$ cat src/rtl/ins_fetch_unit.sv
// Instruction fetch unit: a loadable instruction memory, a fetch FSM and a
// prefetch queue that hands {pc, instruction} pairs to the next stage.
module ins_fetch_unit #(
    parameter int IMEM_AW    = 5,
    parameter int FIFO_DEPTH = 4
) (
    input  logic                          clock,
    input  logic                          reset_n,
    input  logic                          load_en,
    input  logic [IMEM_AW-1:0]            load_addr,
    input  logic [15:0]                   load_data,
    input  logic                          run,
    input  logic                          redirect,
    input  logic [IMEM_AW-1:0]            redirect_pc,
    output logic [15:0]                   ins,
    output logic                          ins_valid,
    input  logic                          ins_ready,
    output logic [IMEM_AW-1:0]            ins_pc,
    output logic [$clog2(FIFO_DEPTH):0]   fifo_count,
    output logic                          halted,
    output logic [1:0]                    state_dbg
);
    localparam int PW = $clog2(FIFO_DEPTH);
    localparam int CW = PW + 1;
    localparam int QW = IMEM_AW + 16;
    localparam logic [15:0] HALT_WORD = 16'hFFFF;

    typedef enum logic [1:0] {
        ST_IDLE  = 2'd0,
        ST_FETCH = 2'd1,
        ST_HALT  = 2'd2
    } state_t;

    // Handshake: a transfer happens on a rising edge where ins_valid and
    // ins_ready are both 1; while ins_ready is 0 the head is held stable.
    state_t              state_q, state_d;
    logic [15:0]         mem [2**IMEM_AW];
    logic [IMEM_AW-1:0]  pc_q;
    logic                halted_q;
    logic [QW-1:0]       q_mem [FIFO_DEPTH];
    logic [PW-1:0]       rd_ptr, wr_ptr;
    logic [CW-1:0]       count_q;
    logic [15:0]         mem_word;
    logic                xfer, fetch, halt_fetch, push;

    // Memory is intentionally outside the reset domain so programs survive reset.
    always_ff @(posedge clock) begin
        if (load_en) begin
            mem[load_addr] <= load_data;
        end
    end

    assign mem_word   = mem[pc_q];
    assign ins_valid  = (count_q != '0);
    assign xfer       = ins_valid && ins_ready;
    assign fetch      = (state_q == ST_FETCH) && run && !load_en && !redirect &&
                        ((count_q < CW'(FIFO_DEPTH)) || xfer);
    assign halt_fetch = fetch && (mem_word == HALT_WORD);
    assign push       = fetch && !halt_fetch;

    always_ff @(posedge clock or negedge reset_n) begin
        if (!reset_n) begin
            state_q <= ST_IDLE;
        end else begin
            state_q <= state_d;
        end
    end

    always_comb begin
        state_d = state_q;
        case (state_q)
            ST_IDLE:  if (run) state_d = ST_FETCH;
            ST_FETCH: begin
                if (!run) begin
                    state_d = ST_IDLE;
                end else if (halt_fetch) begin
                    state_d = ST_HALT;
                end
            end
            ST_HALT:  if (redirect) state_d = ST_IDLE;
            default:  state_d = ST_IDLE;
        endcase
    end

    always_ff @(posedge clock or negedge reset_n) begin
        if (!reset_n) begin
            pc_q     <= '0;
            halted_q <= 1'b0;
        end else if (redirect) begin
            pc_q     <= redirect_pc;
            halted_q <= 1'b0;
        end else if (push) begin
            pc_q     <= pc_q + 1'b1;
        end else if (halt_fetch) begin
            halted_q <= 1'b1;
        end
    end

    // Storage is cleared on reset so the head reads as zero out of reset.
    always_ff @(posedge clock or negedge reset_n) begin
        if (!reset_n) begin
            for (int i = 0; i < FIFO_DEPTH; i++) begin
                q_mem[i] <= '0;
            end
            rd_ptr  <= '0;
            wr_ptr  <= '0;
            count_q <= '0;
        end else if (redirect) begin
            rd_ptr  <= '0;
            wr_ptr  <= '0;
            count_q <= '0;
        end else begin
            if (push) begin
                q_mem[wr_ptr] <= {pc_q, mem_word};
                wr_ptr        <= wr_ptr + 1'b1;
            end
            if (xfer) begin
                rd_ptr <= rd_ptr + 1'b1;
            end
            case ({push, xfer})
                2'b10:   count_q <= count_q + 1'b1;
                2'b01:   count_q <= count_q - 1'b1;
                default: count_q <= count_q;
            endcase
        end
    end

    assign ins        = q_mem[rd_ptr][15:0];
    assign ins_pc     = q_mem[rd_ptr][QW-1:16];
    assign fifo_count = count_q;
    assign halted     = halted_q;
    assign state_dbg  = state_q;

endmodule

$ cat config.mk
export PLATFORM = sky130hd
export DESIGN_NAME = ins_fetch_unit
export DESIGN_NICKNAME = d
export VERILOG_FILES = /design/src/rtl/ins_fetch_unit.sv
export SDC_FILE = /design/constraint.sdc
export NUM_CORES = 1
export LEC_CHECK = 0
export CAP_MARGIN = 15
export CORE_ASPECT_RATIO = 1.75
export CORE_MARGIN = 2
export CORE_UTILIZATION = 50
export DETAILED_ROUTE_END_ITERATION = 12
export PLACE_DENSITY = 0.67
export SLEW_MARGIN = 40
export SYNTH_ARGS = -nofsm -noshare
export SYNTH_HDL_FRONTEND = slang
export SYNTH_SLANG_ARGS = --single-unit
$ cat constraint.sdc
create_clock -name clock -period 7.3 [get_ports clock]
set_input_delay 0.73 -clock clock [delete_from_list [all_inputs] [get_ports clock]]
set_output_delay 0.73 -clock clock [all_outputs]
set_load 0.01 [all_outputs]
==> flow_summary.yaml, run 1 <==
status:
  outcome: "finished clean"
global_routing:
  grt_overflow: 0
  grt_use_total: 0.216
  antenna_found_initial: 1
  grt_pass1_vias: 12700
  grt_first_pass_wirelength_um: 80600
  grt_max_degree: 71
clocking:
  root_buffer: "clkbuf_16"
  cts_tree: "built"
  clk_transition_reported_paths_ns: 0.06
  cts_buffers: 52
  htree_num_levels: 2
  ctsResizeCount: 0
  postCtsSetupBuffers: 0
  clk_latency_ns: 0.58
  clkSinkCount: 611
  clk_path_buf_depth: 3
  cts_hold_buffers: 0
sta:
  min_period_ns: 5.16
  fmax_ghz: 0.194
  rsz0062_at_grt: "no"
  slew_headroom: 0.359
  setup_viol: 0
  final.setup.tns_ns: 0
  fin_skew_ns: 0.0155
  fin_crit_sh: 0.707
  tightest_slew_ns: 0.937
  final_hold_viol_count: 0
  slew_viol_final: 0
synth:
  synth_nets: 1251
  yosysSeqAreaShare: 0.728
  async_reset_ff_frac: 0.162
  yosys_warnings: 0
  synth-seq-cells: 611
  synth_cell_types: 54
  synth_top_area_cell: "edfxtp_1"
  synth_top_area_share: 0.627
  synth_area_sq_um: 24500
  synthFlopType: "edfxtp_1"
  yosysMostFrequentCell: "edfxtp_1"
  synth-edff-count: 512
  avgSynthCellArea_sq_um: 20.2
  synth_commonest_cells: "edfxtp_1 (512), dfrtp_1 (99), mux4_2 (96), mux2i_1 (66), mux2_2 (64)"
  synthTopCellsByArea: "edfxtp_1 (63%), dfrtp_1 (10%), mux4_2 (8.8%)"
  syn_inst: 1213
floorplan:
  core-area_sq_um: 48600
  std_cell_rows: 107
  dieArea_sq_um: 50900
  io_pins: 60
  initial_core_util: 0.504
  die_h_um: 297
  die_w_um: 171
critical_path:
  crit_chain: "nand3b_1, buf_4, buf_4, o221ai_1, a21oi_1, a21oi_1, nand4_1, or4_4, and2_4, nand2b_1, fa_1, nor3_1, o211ai_1, nand2_1"
  cp-end-kind: "flop"
  critPathBufInv: 2
  cp_max_fo: 33
  cp-start-kind: "flop"
  crit_arrival_ns: 5.61
  slowest_delay_ns: 0.75
  crit_type: "reg -> reg"
  critPathSlowestCell: "dfrtp_4"
  crit_required_ns: 7.76
  path_delay_family: "simple AND/OR/NAND/NOR gates"
final_layout:
  multi_input_area_sq_um: 6060
  ff_latch_area_sq_um: 17900
  fin_nets: 1343
  fillCellCount: 3625
  diodes: 0
  syn_to_final_growth_pct: 11.6
  drive_gt1_frac: 0.255
flow_run:
  cap_violations: 0
route:
  vias: 12000
  drc: 0
  dr.pass1.iters: 5
  drt_wl_total_um: 53600
  routedWlPerCell_um: 26.8
  viasPerCell: 6.01
  postRouteAntennaNets: 0
  first_iter_violations: 1141
pwr:
  p_per_area_nw_per_um2: 279
  leakage_nw: 9.38
  max-vdd-ir-drop_mv: 0.174
  power.total_mw: 7.62
placed_design:
  hpwl_um: 33400
  io_buffers: 59
  gp_congestion: 0.757
min_path:
  hold_class: "in -> async"
-- flip-flops by register name, indices dropped and copies added (netlist names) --
name        count
wr_ptr          2
fifo_count      3
q_mem          84
halted          1
state_dbg       2
rd_ptr          2
pc_q            5
mem           512
-- worst paths after layout --
path,startpoint,endpoint,slack [ns],cells past startpoint
max,pc_q[2],fifo_count[1],2.14,14
min,reset_n,q_mem[71],0.08,1
max reg2reg,pc_q[2],fifo_count[1],2.14,14
min reg2reg,q_mem[63],q_mem[63],0.50,1
max in group asynchronous,reset_n,pc_q[2],6.19,2
min in group clock,q_mem[63],q_mem[63],0.50,1
-- cells in the final DEF (no fill, tap or decap), types with 16 or more instances in the layout --
| cell type | instances |
|---|---|
| mux4_2 | 96 |
| edfxtp_1 | 512 |
| mux2i_1 | 66 |
| mux2_2 | 64 |
| mux4_1 | 20 |
| clkbuf_16 | 53 |
| buf_2 | 16 |
| a21oi_1 | 36 |
| clkdlybuf4s50_1 | 42 |
| a22oi_1 | 17 |
| buf_4 | 52 |
| dfrtp_1 | 95 |
| mux2_4 | 20 |
| nor2_1 | 35 |
| o221ai_1 | 16 |
-- worst register-to-register path: stages (launching register included) --
cell	delay (ns)
dfrtp_4	0.75
nand3b_1	0.52
buf_4	0.37
buf_4	0.24
o221ai_1	0.27
a21oi_1	0.07
a21oi_1	0.52
nand4_1	0.35
or4_4	0.73
and2_4	0.26
nand2b_1	0.15
fa_1	0.51
nor3_1	0.06
o211ai_1	0.19
nand2_1	0.08
-- kinds of logic after synthesis --
family	Yosys count	share of synthesized area
DFF	611	0.728
and+or+nand+nor	110	0.0230
xor gates and xnor gates	2	0.000715
muxes	266	0.178
buffers and inverters	84	0.0264
adders and majority gates	6	0.00337
AOI/OAI and AO/OA	134	0.0399
-- per-stage QoR --
stage / hold slack (ns) / util / std cells / setup slack (ns) / area, sq um
global route: 0.0888 / 0.563 / 2001 / 1.93 / 27400
global placement: 0.482 / 0.529 / 1903 / 1.78 / 25700
floorplan: 0.434 / - / 1213 / 3.64 / 24500
detailed placement: 0.491 / 0.529 / 1905 / 2.13 / 25700
CTS: 0.0668 / 0.563 / 2001 / 2.12 / 27300
finish: 0.0773 / 0.563 / 2001 / 2.14 / 27400
-- per-layer routing --
layer / routed length, um / global-route usage
met1: 20000 / 0.265
met2: 29200 / 0.390
met3: 2480 / 0.0240
met4: 1890 / 0.0771
met5: 0 / 0
-- power breakdown --
| group | internal (mW) | switching, mW |
|---|---|---|
| sequential | 3.90 | 0.0775 |
| clock | 1.48 | 1.20 |
| combinational | 0.463 | 0.499 |
| total | 5.84 | 1.78 |
-- area by class of cell --
class | count | share of cell area
clock inverter | 31 | 0.00970
sequential | 611 | 0.653
multi-input combinational | 518 | 0.221
tap | 654 | 0.0299
inverter | 9 | 0.00124
timing repair buffer | 113 | 0.0344
clock buffer | 65 | 0.0501
(Power assumes the default switching activity.)
==> run 2: changes to the inputs <==
clock period = 4.9 ns   (was 7.3 ns; I/O delays follow)
==> flow_summary.yaml, run 2 (synthesized netlist as in run 1, its figures left out) <==
status:
  outcome: "finished clean"
pwr:
  switching_share: 0.235
  max-vdd-ir-drop_mv: 0.219
  intPower_mw: 8.75
  clkPwrFrac: 0.349
  power.total_mw: 11.4
  power_frac_seq: 0.518
  leakage_nw: 9.54
  p_sw_mw: 2.68
  p_comb_frac: 0.133
  p_per_area_nw_per_um2: 414
route:
  drt_wl_total_um: 54200
  postRouteAntennaNets: 0
  dr.pass1.iters: 7
  drc: 0
  routedWlPerCell_um: 26.7
  viasPerCell: 6.01
  first_iter_violations: 1175
  vias: 12200
floorplan:
  dieArea_sq_um: 50900
  initial_core_util: 0.504
  die_w_um: 171
  io_pins: 60
  std_cell_rows: 107
  core-area_sq_um: 48600
  die_h_um: 297
critical_path:
  slowest_delay_ns: 0.67
  cp_max_fo: 25
  critPathBufInv: 2
  critPathSlowestCell: "dfrtp_4"
  cp-start-kind: "flop"
  crit_chain: "buf_4, mux4_2, a22o_1, a2111oi_1, a21oi_1, nand4_1, or4_4, buf_4, nand3_4, mux2_4"
  crit_type: "reg -> reg"
  cp-end-kind: "flop"
  path_delay_family: "compound AO/OA/AOI/OAI gates"
  crit_top_cell: "buf_4"
  crit_arrival_ns: 5.08
  crit_required_ns: 5.35
sta:
  slew_headroom: 0.431
  fin_crit_sh: 0.944
  tightest_slew_ns: 0.832
  rsz0062_at_grt: "no"
  final.setup.tns_ns: 0
  slew_viol_final: 0
  min_period_ns: 4.63
  fin_skew_ns: 0.0126
  setup_viol: 0
  final_hold_viol_count: 0
  fmax_ghz: 0.216
final_layout:
  syn_to_final_growth_pct: 12.7
  top_register: "mem"
  stdcell_count: 2027
  ff_latch_area_sq_um: 17900
  largest_register_ffs: 512
  layout_commonest_cell: "edfxtp_1"
  drive_gt1_frac: 0.272
  multi_input_area_sq_um: 6040
  diodes: 0
  top_regs: "mem x512, q_mem x84, pc_q x5"
  fin_nets: 1370
  most-common-layout-cells: "edfxtp_1 (512), mux4_2 (96), dfrtp_1 (94)"
  fillCellCount: 3563
clocking:
  clk_transition_reported_paths_ns: 0.07
  htree_num_levels: 2
  clkSinkCount: 611
  clk_path_buf_depth: 3
  cts_buffers: 51
  postCtsSetupBuffers: 0
  root_buffer: "clkbuf_16"
  clk_latency_ns: 0.58
  cts_tree: "built"
global_routing:
  antenna_found_initial: 2
  grt_max_degree: 43
  grt_overflow: 0
  grt_first_pass_wirelength_um: 81200
  grt_pass1_vias: 12700
  grt_use_total: 0.218
placed_design:
  gp_congestion: 0.791
  place_inst: 1932
  hpwl_um: 35100
  io_buffers: 59
flow_run:
  cap_violations: 0
min_path:
  hold_class: "in -> async"
run 2: cell types whose count changed in the layout (fill, tap and decap cells not counted), sizes merged:
cell,previous run,this run
buf,71,98
clkbuf,65,68
inv,12,10
bufinv,4,3
clkinv,20,19
clkinvlp,4,3
dlygate4sd3,0,1
run 2: cell type report:
| cell class | instances | area share |
|---|---|---|
| Clock inverter | 26 | 0.00770 |
| Tap cell | 654 | 0.0296 |
| Clock buffer | 68 | 0.0511 |
| Multi-Input combinational cell | 518 | 0.219 |
| Inverter | 9 | 0.00122 |
| Timing Repair Buffer | 141 | 0.0448 |
| Sequential cell | 611 | 0.647 |
run 2: power by group through the flow:
stage	Sequential, mW	Combinational [mW]	Clock, mW
finish	5.92	1.52	3.99
global route	5.94	1.63	4.25
detailed placement	6.04	1.54	0
global placement	6.03	1.52	0
CTS	5.93	1.54	4.06
floorplan	5.96	0.935	0
run 2: final timing paths:
kind	startpoint	to	slack, ns	cells after the start
worst min-delay path	reset_n	q_mem[71]	0.37	2
worst min register to register	q_mem[37]	q_mem[37]	0.50	1
worst max-delay path	pc_q[0]	q_mem[51]	0.27	10
worst max register to register	pc_q[0]	q_mem[51]	0.27	10
max in group asynchronous	reset_n	pc_q[2]	3.44	4
min in group clock	load_data[15]	mem[9][15]	0.41	1
run 2: per-layer routing:
metal  share of wire  global-route usage
met5               0                   0
met4           0.037              0.0791
met3           0.043              0.0244
met2            0.56               0.411
met1            0.36               0.252
run 2: stage by stage:
step           hold slack (ns)  cell area [sq um]  utilization  setup slack [ns]
4_1_cts                  0.357              27600        0.568             0.264
5_1_grt                  0.383              27600        0.568             0.152
2_1_floorplan            0.194              24500            -              1.24
3_5_place_dp             0.424              26000        0.535             0.283
6_report                 0.366              27600        0.568             0.272
3_3_place_gp             0.482              26000        0.536            0.0736
run 2: timing repair:
action                    4_1_cts  5_1_grt
hold endpoints to repair       25        0
hold buffers                    1        0
gates resized for setup         0        0
==> run 3: changes to the inputs <==
CORE_MARGIN = default   (was 2)
HOLD_SLACK_MARGIN = 0.06   (was default)
==> flow_summary.yaml, run 3 (synthesized netlist as in run 1, its figures left out) <==
final_layout:
  multi_input_area_sq_um: 6040
  layout_commonest_cell: "edfxtp_1"
  ff_latch_area_sq_um: 17900
  top_register: "mem"
  largest_register_ffs: 512
  top_regs: "mem x512, q_mem x84, pc_q x5"
  stdcell_count: 2041
  most-common-layout-cells: "edfxtp_1 (512), mux4_2 (96), dfrtp_1 (95)"
  diodes: 0
  fillCellCount: 3573
  utilization: 0.573
  drive_gt1_frac: 0.278
  syn_to_final_growth_pct: 13.6
  fin_nets: 1383
placed_design:
  io_buffers: 59
  gp_congestion: 0.760
  place_inst: 1944
  hpwl_um: 35200
critical_path:
  critPathSlowestCell: "dfrtp_4"
  cp-start-kind: "flop"
  cp-end-kind: "flop"
  crit_type: "reg -> reg"
  crit_required_ns: 5.36
  path_delay_family: "compound AO/OA/AOI/OAI gates"
  crit_top_cell: "buf_4"
  slowest_delay_ns: 0.71
  critPathBufInv: 3
  crit_chain: "buf_12, buf_4, mux4_2, a22o_1, a2111oi_0, a21oi_1, nand4_1, or4_4, buf_4, nand3_4, mux2_4"
  crit_arrival_ns: 4.92
  cp_max_fo: 28
sta:
  fin_crit_sh: 0.911
  fin_hold_ws_ns: 0.364
  setup_viol: 0
  fin_skew_ns: 0.0340
  slew_headroom: 0.421
  rsz0062_at_grt: "no"
  fmax_ghz: 0.224
  slew_viol_final: 0
  final_hold_viol_count: 0
  final.setup.tns_ns: 0
  tightest_slew_ns: 0.847
  min_period_ns: 4.46
clocking:
  clk_transition_reported_paths_ns: 0.07
  postCtsSetupBuffers: 0
  cts_hold_buffers: 1
  clk_path_buf_depth: 3
  cts_tree: "built"
  clkSinkCount: 611
  cts_buffers: 52
  htree_num_levels: 2
  root_buffer: "clkbuf_16"
  clk_latency_ns: 0.60
  ctsResizeCount: 0
floorplan:
  die_w_um: 169
  initial_core_util: 0.504
  io_pins: 60
  std_cell_rows: 107
  die_h_um: 295
  core-area_sq_um: 48600
  dieArea_sq_um: 49900
global_routing:
  grt_use_total: 0.227
  grt_max_degree: 46
  grt_overflow: 0
  grt_pass1_vias: 12700
  antenna_found_initial: 1
  grt_first_pass_wirelength_um: 82000
route:
  drc: 0
  dr.pass1.iters: 7
  routedWlPerCell_um: 26.8
  drt_wl_total_um: 54700
  vias: 12200
  first_iter_violations: 962
  viasPerCell: 5.96
  postRouteAntennaNets: 0
pwr:
  max-vdd-ir-drop_mv: 0.296
  p_per_area_nw_per_um2: 419
  leakage_nw: 9.66
min_path:
  hold_class: "in -> async"
status:
  outcome: "finished clean"
flow_run:
  cap_violations: 0
==> run 3: cell count changes in the layout (fill, tap and decap cells not counted), sizes merged <==
| cell | previous run | this run |
|---|---|---|
| buf | 98 | 110 |
| clkinv | 19 | 21 |
| inv | 10 | 11 |
| bufinv | 3 | 8 |
| clkbuf | 68 | 60 |
| clkinvlp | 3 | 5 |
==> run 3: worst paths after layout <==
check | from | end | slack [ns] | cells past startpoint
min reg2reg | q_mem[16] | q_mem[16] | 0.50 | 1
min in group clock | load_data[15] | mem[1][15] | 0.41 | 1
max in group asynchronous | reset_n | pc_q[0] | 3.48 | 4
max | pc_q[0] | q_mem[48] | 0.44 | 11
max reg2reg | pc_q[0] | q_mem[48] | 0.44 | 11
min | reset_n | q_mem[29] | 0.36 | 2
==> run 3: power breakdown <==
part / total, mW / internal, mW / switching, mW
sequential: 5.92 / 5.81 / 0.112
combinational: 1.55 / 0.775 / 0.776
clock: 4.20 / 2.37 / 1.82
total: 11.7 / 8.95 / 2.71
==> run 3: final cells by class <==
class | instances | area share
timing repair buffer | 153 | 0.0495
clock buffer | 60 | 0.0478
tap | 654 | 0.0294
clock inverter | 36 | 0.0141
inverter | 9 | 0.00121
multi-input combinational | 518 | 0.217
sequential | 611 | 0.641
==> run 3: layer usage <==
layer,GRT usage,part of all wire,vias up
li1,-,-,5262
met1,0.272,0.37,6357
met2,0.410,0.54,420
met3,0.0243,0.046,116
met4,0.101,0.042,0
met5,0,0,-
==> run 3: stage by stage <==
step,power [mW],area [sq um],worst slack [ns]
6_report,11.7,27900,0.438
2_1_floorplan,6.90,24500,1.24
3_3_place_gp,7.57,26200,0.486
4_1_cts,11.8,27800,0.367
5_1_grt,12.1,27900,0.208
3_5_place_dp,7.60,26100,0.378
